File: config.mk
export PLATFORM = sky130hd
export DESIGN_NAME = accum_zone_master
export DESIGN_NICKNAME = d
export VERILOG_FILES = /design/src/rtl/accum_zone_master.sv
export SDC_FILE = /design/constraint.sdc
export NUM_CORES = 1
export LEC_CHECK = 0
export ABC_CLOCK_PERIOD_IN_PS = 16300
export CAP_MARGIN = 20
export CORE_AREA = 2 2 423 425
export CTS_BUF_LIST = sky130_fd_sc_hd__clkbuf_4 sky130_fd_sc_hd__clkbuf_8 sky130_fd_sc_hd__clkbuf_16
export DETAILED_ROUTE_END_ITERATION = 10
export DIE_AREA = 0 0 425 427
export GPL_TIMING_DRIVEN = 0
export PLACE_DENSITY = 0.47
export RECOVER_POWER = 50
export SLEW_MARGIN = 20
export SYNTH_ARGS = -nofsm -noshare
export SYNTH_HDL_FRONTEND = slang
export SYNTH_SLANG_ARGS = --single-unit
File: constraint.sdc
create_clock -name clk -period 16.3 [get_ports clk]
set_input_delay 3.26 -clock clk [delete_from_list [all_inputs] [get_ports clk]]
set_output_delay 3.26 -clock clk [all_outputs]
set_load 0.03 [all_outputs]
File: src/rtl/accum_zone_master.sv
// accum_zone_master: slot initiator for the accumulation zone.
// Runs one job descriptor as a stream of write, accumulate or read rows.
module accum_zone_master #(
  parameter int NUM_BANKS     = 4,
  parameter int ADDR_WIDTH    = 9,
  parameter int DATA_WIDTH    = 64,
  parameter int ZONE_WIDTH    = 2,
  parameter int LEN_WIDTH     = 10,
  parameter int RD_FIFO_DEPTH = 4
) (
  input  logic                            clk,
  input  logic                            rst,
  input  logic                            job_valid,
  output logic                            job_ready,
  input  logic [1:0]                      job_op,
  input  logic [ADDR_WIDTH-1:0]           job_addr,
  input  logic [LEN_WIDTH-1:0]            job_len,
  input  logic [NUM_BANKS-1:0]            job_mask,
  input  logic [ZONE_WIDTH-1:0]           job_zone,
  input  logic                            in_valid,
  output logic                            in_ready,
  input  logic [NUM_BANKS*DATA_WIDTH-1:0] in_data,
  output logic                            out_valid,
  input  logic                            out_ready,
  output logic [NUM_BANKS*DATA_WIDTH-1:0] out_data,
  output logic                            done,
  output logic                            busy,
  output logic                            wr_valid,
  input  logic                            wr_ready,
  output logic                            accum_en,
  output logic [NUM_BANKS-1:0]            wr_mask,
  output logic [ADDR_WIDTH-1:0]           wr_addr,
  output logic [ZONE_WIDTH-1:0]           wr_zone_id,
  output logic                            rd_valid,
  input  logic                            rd_ready,
  output logic [NUM_BANKS-1:0]            rd_mask,
  output logic [ADDR_WIDTH-1:0]           rd_addr,
  output logic [ZONE_WIDTH-1:0]           rd_zone_id,
  output logic                            wvalid,
  input  logic                            wready,
  output logic [NUM_BANKS*DATA_WIDTH-1:0] wdata,
  input  logic                            rvalid,
  input  logic [NUM_BANKS*DATA_WIDTH-1:0] rdata
);

  localparam int RW = NUM_BANKS * DATA_WIDTH;
  localparam int PW = $clog2(RD_FIFO_DEPTH);
  localparam int CW = PW + 1;
  localparam logic [CW:0] DEPTH_C = (CW + 1)'(RD_FIFO_DEPTH);

  typedef enum logic [2:0] {
    S_IDLE,
    S_WRITE,
    S_READ,
    S_DRAIN,
    S_DONE
  } state_t;

  state_t                 state;
  logic [1:0]             op_q;
  logic [ADDR_WIDTH-1:0]  addr_q;
  logic [LEN_WIDTH-1:0]   rows_q;
  logic [NUM_BANKS-1:0]   mask_q;
  logic [ZONE_WIDTH-1:0]  zone_q;

  logic [CW-1:0]          outst_q;
  logic [CW-1:0]          cnt_q;
  logic [PW-1:0]          wptr_q;
  logic [PW-1:0]          rptr_q;
  logic [RW-1:0]          mem [RD_FIFO_DEPTH];

  logic                   in_hs;
  logic                   wr_hs;
  logic                   w_hs;
  logic                   rd_hs;
  logic                   in_rd;
  logic                   push;
  logic                   pop;
  logic [CW-1:0]          outst_n;
  logic [CW-1:0]          cnt_n;
  logic [CW:0]            credit_n;
  logic [LEN_WIDTH-1:0]   rows_rd_n;

  assign job_ready = (state == S_IDLE);
  assign busy      = (state != S_IDLE);
  assign in_ready  = (state == S_WRITE) && (rows_q != '0)
                   && !wr_valid && !wvalid;

  assign in_hs = in_valid && in_ready;
  assign wr_hs = wr_valid && wr_ready;
  assign w_hs  = wvalid && wready;
  assign rd_hs = rd_valid && rd_ready;

  // Stray returns outside a read job are dropped, not queued.
  assign in_rd = (state == S_READ) || (state == S_DRAIN);
  assign push  = rvalid && in_rd;
  assign pop   = out_valid && out_ready;

  assign out_valid = (cnt_q != '0);
  assign out_data  = mem[rptr_q];

  assign outst_n   = outst_q + CW'(rd_hs) - CW'(push);
  assign cnt_n     = cnt_q + CW'(push) - CW'(pop);
  assign credit_n  = {1'b0, outst_n} + {1'b0, cnt_n};
  assign rows_rd_n = rows_q - LEN_WIDTH'(rd_hs);

  // Job sequencing, command/data channel registers and done pulse.
  always_ff @(posedge clk) begin
    if (rst) begin
      state      <= S_IDLE;
      op_q       <= '0;
      addr_q     <= '0;
      rows_q     <= '0;
      mask_q     <= '0;
      zone_q     <= '0;
      done       <= 1'b0;
      wr_valid   <= 1'b0;
      accum_en   <= 1'b0;
      wr_mask    <= '0;
      wr_addr    <= '0;
      wr_zone_id <= '0;
      wvalid     <= 1'b0;
      wdata      <= '0;
      rd_valid   <= 1'b0;
      rd_mask    <= '0;
      rd_addr    <= '0;
      rd_zone_id <= '0;
    end else begin
      done <= 1'b0;
      if (wr_hs) wr_valid <= 1'b0;
      if (w_hs) wvalid <= 1'b0;
      unique case (state)
        S_IDLE: begin
          if (job_valid) begin
            op_q   <= job_op;
            addr_q <= job_addr;
            rows_q <= job_len;
            mask_q <= job_mask;
            zone_q <= job_zone;
            if (job_op == 2'd3 || job_len == '0) begin
              state <= S_DONE;
              done  <= 1'b1;
            end else if (job_op == 2'd2) begin
              state      <= S_READ;
              rd_valid   <= 1'b1;
              rd_addr    <= job_addr;
              rd_mask    <= job_mask;
              rd_zone_id <= job_zone;
            end else begin
              state <= S_WRITE;
            end
          end
        end
        S_WRITE: begin
          if (in_hs) begin
            wr_valid   <= 1'b1;
            wvalid     <= 1'b1;
            wr_addr    <= addr_q;
            wr_mask    <= mask_q;
            wr_zone_id <= zone_q;
            accum_en   <= (op_q == 2'd1);
            wdata      <= in_data;
            addr_q     <= addr_q + ADDR_WIDTH'(1);
            rows_q     <= rows_q - LEN_WIDTH'(1);
          end else if (rows_q == '0 && !wr_valid && !wvalid) begin
            state <= S_DONE;
            done  <= 1'b1;
          end
        end
        S_READ: begin
          if (rd_hs) begin
            rd_addr <= rd_addr + ADDR_WIDTH'(1);
            rows_q  <= rows_rd_n;
          end
          if (rd_hs && rows_q == LEN_WIDTH'(1)) begin
            state    <= S_DRAIN;
            rd_valid <= 1'b0;
          end else begin
            rd_valid <= (rows_rd_n != '0) && (credit_n < DEPTH_C);
          end
        end
        S_DRAIN: begin
          if (outst_q == '0 && cnt_q == '0) begin
            state <= S_DONE;
            done  <= 1'b1;
          end
        end
        S_DONE: begin
          state <= S_IDLE;
        end
        default: begin
          state <= S_IDLE;
        end
      endcase
    end
  end

  // Outstanding-read tracking and read-return FIFO pointers.
  always_ff @(posedge clk) begin
    if (rst) begin
      outst_q <= '0;
      cnt_q   <= '0;
      wptr_q  <= '0;
      rptr_q  <= '0;
    end else begin
      outst_q <= outst_n;
      cnt_q   <= cnt_n;
      if (push) wptr_q <= wptr_q + PW'(1);
      if (pop) rptr_q <= rptr_q + PW'(1);
    end
  end

  // Read-return storage; contents need no reset.
  always_ff @(posedge clk) begin
    if (push) mem[wptr_q] <= rdata;
  end

endmodule
* Yosys cells after proc, flatten, opt, wreduce, memory -nomap -nowiden
Memory sizes are Yosys's and may differ from the RTL's. A register that Yosys moved wholly into a read port is not among the register bits.
Cells that the tools add are included.
** Operators by class
- $add $sub $neg :: 11
- Order comparisons :: 1
- Eq/ne operators :: 16
- Mux-type cells :: 41
- Bitwise operators :: 1
- Reductions and logical operators :: 38
** Operators with widths (count)
- $mux 9 :: 6
- $pmux 9 s2 :: 2
- $mux 10 :: 3
- $pmux 10 s3 :: 1
- $logic_not 10->1 :: 2
- $reduce_bool 10->1 :: 2
- $add 9x1->9 const B :: 2
- $mux 3 :: 6
- $mux 1 :: 17
- $logic_and 1x1->1 :: 14
- $pmux 3 s4 :: 1
- $reduce_and 4->1 :: 3
- $eq 10x1->1 const B :: 1
- $ne 2x2->1 const B :: 5
- $reduce_and 5->1 :: 2
- $sub 10x1->10 :: 1
- $sub 10x1->10 const B :: 1
- $logic_not 3->1 :: 3
- $reduce_bool 3->1 :: 3
- $ne 2x1->1 const B :: 4
- $add 3x1->3 :: 2
- $eq 3x2->1 const B :: 2
- $mux 2 :: 3
- $sub 3x1->3 :: 2
- 14 further kinds :: 20
** Storage, ports and cells
- Register bits :: 331
- Bits in writable memories :: 1024
- Input port bits :: 548
- Logic and storage cells :: 131
- Memories :: 1
** Memory list
- mem :: words 4, bits a word 256, read ports 1, clocked after Yosys merged registers in 1, wr ports 1, line 70 : logic [RW-1:0] mem [RD_FIFO_DEPTH];

* Longest topological paths before layout
- Word-level depth :: 10
- Depth in mapped cells :: 15
- Gate-level depth less buffers :: 14

* Worst setup path before layout
OpenSTA, ideal clock, no wires.
- Path type :: input to register
- Start :: input port rvalid
- End :: memory mem[0][0] (netlist bit) (enable)
- Library setup time :: 649 ps
- Arrival :: 9429 ps
- Required time :: 15651 ps
- Setup slack :: 6222 ps
- Cell stages on the path :: 3
- Path buffers :: 0
- Path through :: nand2_1 nor2_1 and2_1
** On the way
- Longest elaborated chain between the ends :: 3
** RTL lines
- start, declared :: line 42 : input logic rvalid,
- $logic_and 1x1->1 :: line 96 : assign push = rvalid && in_rd;
- $mux 1 :: line 215 : if (push) mem[wptr_q] <= rdata;
- $mux 1 (implied by the code) :: line 215
- end, declared :: line 70
Every way passes these cells.

* Worst setup path after layout
- Start :: input port rvalid
- End :: memory mem[3][168] (netlist bit) (enable)
The elaborated chain is that of the path after synthesis.

==> impl_metrics.toml <==
[finish]
nNetsFinal = 4817
fin_area_um2 = 69530
drive_gt1_share_pct = 14.24
syn2layout_area_growth_pct = 40.45

[global_route]
antenna_found_initial = 114
grt.overflow.total = 0
grt_max_degree = 42
grt_util_all_layers_pct = 20.18
grt_pass1_vias = 31400
grt_pass1_wl_um = 255900

[critical_path]
slowest_stage = "clkbuf_1"
cp.arrival_ns = 7.76
crit_start = "rvalid"
cp-start-kind = "input pin"
slowest_delay_ns = 2.01
path_buf_inv = 4
crit_end = "mem[3][168]"
path_max_fanout = 41
crit_top_cell = "buf_16"
r2r_slack_ns = 11.49
required_ns = 16.79
worstSetupPathDepth = 7
r2r_cells = 7
rr_startpoint = "state[1]"
crit_path_end_kind = "flip-flop"
path_cells = "dlygate4sd3_1, nand2_1, nor2_1, and2_0, clkbuf_1, buf_16, buf_16"
critical_path.top_delay_family = "buffers and inverters"
critPathKind = "in2reg"
r2r_end = "mem[3][168]"

[pwr]
netSwitchingPower_uw = 3493
pwr-share-seq_pct = 37.5
vdd_drop_max_uv = 105.9
cellPowerDensity_nw_per_um2 = 155.3
internal_power_uw = 7307
p_comb_share_pct = 29.1
sw_frac_of_total_pct = 32.35
p_leak_uw = 0.02213
pwr-share-clk_pct = 33.4

[sta]
finalCritPeriodShare_pct = 44.61
grt_setup_unrepaired = "no"
slew_headroom_pct = -88.05
tightest_slew_ns = 2.821
skew_ns = 0.03323
fmax_mhz = 137.5
period_minus_slack_ns = 7.272
finalMaxSlewViolations = 143
setup-tns-final_ns = 0
hold_viol = 0
finalSetupViolCount = 0

[placed_design]
io_buffers = 1097
dpl_cell_area_um2 = 64210
finalWeightedCongestion = 0.9366
dp_hpwl_um = 142200

[synthesis]
synthFlopType = "edfxtp_1"
synth_nets = 3528
async_flop_share_pct = 0
syn_area_per_cell_um2 = 16.71
synth_area_um2 = 49510
synth_top_area_share_pct = 62.11
yosys_warnings = 0
yosys.area.top_type = "edfxtp_1"
syn_inst = 2963
netlist-cell-type-count = 56
ys_ff_latch = 1357
synth_edf_count = 1024
ys_seq_area_share_pct = 75.58
ys_top_cells_by_area = "edfxtp_1 (62%), dfxtp_1 (13%), mux4_2 (12%)"

[floorplanning]
die-area_um2 = 181500
core_area_um2 = 177300
ios = 1099
rows = 155
dieWidth_um = 425
fp.dieH_um = 427
start_util_pct = 27.93

[status]
violations = "max-capacitance violations, max-slew violations"
status = "finished, violations left"

[routing]
first_pass_iters = 6
ant_nets = 0
wl_per_cell_um = 27.87
drcViolationCount = 0
drt_iter0_drc = 2840
vias = 32070
postRouteWirelength_um = 188800
vias_per_cell = 4.735

[clock_network]
clk_latency_ns = 0.81
cts-root-buf = "clkbuf_16"
cts_buffers = 160
clk_pin_slew_ns = 0.05
cts_resized = 0
ctsHtreeMaxLevel = 4
clock-sinks = 1357
ctsLongestPathBuffers = 3
cts_setup_buffers = 0
cts_hold_buf = 0
cts_tree = "yes"

[flow_run]
cap_violations = 6

[hold_path]
min_path_type = "reg2reg"
min_from = "wdata[83]"
==> registers in the layout (all words and copies together), names as in the netlist, 3 cells and up, named ones only <==
| name | count |
|---|---|
| wr_mask | 4 |
| wdata | 256 |
| outst_q | 3 |
| rd_addr | 9 |
| mem | 1024 |
| rows_q | 10 |
| addr_q | 9 |
| mask_q | 4 |
| rd_mask | 4 |
| state | 3 |
| wr_addr | 9 |
| cnt_q | 3 |
==> cell usage after synthesis (all sizes together), types with 7 or more instances <==
master / count
nor2: 37
edfxtp: 1024
or3: 7
and2: 11
nand2: 599
o22ai: 9
nand3: 17
clkbuf: 85
mux4: 256
dfxtp: 333
nor3: 15
a21oi: 320
a211oi: 7
o32ai: 8
buf: 89
ha: 15
o21ai: 22
xnor2: 10
inv: 15
==> worst reg2reg max path: stages, from the launching register on <==
cell and delay [ns]:
dfxtp_1 0.30, buf_2 0.20, nand2_1 0.11, nor2_1 0.37, and2_0 0.75, clkbuf_1 2.01, buf_16 0.38, buf_16 0.28
==> worst min path at each step <==
stage / to / slack [ns] / depth (start not counted)
6_report: wdata[83] / 0.45 / 2
5_1_grt: wdata[174] / 0.47 / 2
4_1_cts: op_q[1] / 0.45 / 2
3_5_place_dp: op_q[1] / 0.44 / 2
3_3_place_gp: op_q[1] / 0.44 / 2
2_1_floorplan: op_q[1] / 0.43 / 2
==> logic make-up after synthesis <==
logic type	count (synthesis)	share of synthesized area, %
AOI/OAI and AO/OA	399	4.372
xor gates and xnor gates	13	0.2300
adders and majority gates	17	0.4600
buffers and inverters	189	1.635
DFF	1357	75.58
muxes	262	11.77
and+or+nand+nor	726	5.957
==> through the flow <==
step           std cells  total power, uW  hold WS, ns  setup WS [ns]  util, %
3_3_place_gp        6415             7357       0.4402        -0.8650    35.79
3_5_place_dp        6445             7309       0.4448          9.666    36.22
5_1_grt             6754            11240       0.4693          8.702    39.20
2_1_floorplan       2963             5881       0.4311          6.222        -
4_1_cts             6738            10960       0.4531          8.752    39.24
6_report            6773            10800       0.4542          9.028    39.23
==> cell usage in the layout, fill, tap and decap left out, types with 8 or more instances in the layout <==
master / synthesis / final
mux4_2: 256 / 256
buf_1: 13 / 11
nand2_1: 599 / 599
o22ai_1: 9 / 9
nand3_1: 17 / 17
diode_2: 0 / 35
clkbuf_16: 0 / 164
inv_1: 15 / 15
dfxtp_1: 333 / 333
o32ai_1: 8 / 8
edfxtp_1: 1024 / 1024
buf_12: 0 / 8
a21oi_1: 319 / 319
o21ai_0: 19 / 19
clkbuf_1: 85 / 98
buf_2: 74 / 63
clkdlybuf4s50_1: 0 / 837
bufinv_16: 0 / 10
clkbuf_8: 0 / 9
clkinv_2: 0 / 28
nor2_1: 36 / 36
clkbuf_4: 0 / 41
nor3_1: 14 / 14
clkinv_1: 0 / 24
xnor2_1: 10 / 10
ha_1: 15 / 15
dlygate4sd3_1: 0 / 260
buf_16: 0 / 18
==> cell type report <==
cell class / count / area, um2
Antenna cell: 35 / 87.58
Timing Repair Buffer: 1127 / 11650
Clock inverter: 79 / 815.8
Sequential cell: 1357 / 37420
Multi-Input combinational cell: 1417 / 11280
Inverter: 15 / 56.30
Fill cell: 16650 / 107700
Tap cell: 2355 / 2947
Clock buffer: 214 / 4536
Buffer: 174 / 742.0
==> metal layers <==
metal / up-vias / share of wire, % / global-route usage, %
met4: 28 / 3.1 / 6.182
met1: 16340 / 41 / 26.61
li1: 13950 / - / -
met5: - / 0.088 / 0
met3: 397 / 9.1 / 7.171
met2: 1359 / 46 / 31.08
==> power by group through the flow <==
stage | Sequential, uW | Combinational, uW | Clock [uW]
finish | 4050 | 3140 | 3610
global route | 4070 | 3310 | 3850
CTS | 4050 | 3200 | 3710
detailed placement | 4120 | 3190 | 0
global placement | 4180 | 3180 | 0
floorplan | 4270 | 1610 | 0
Power figures use the tool's default switching activity.
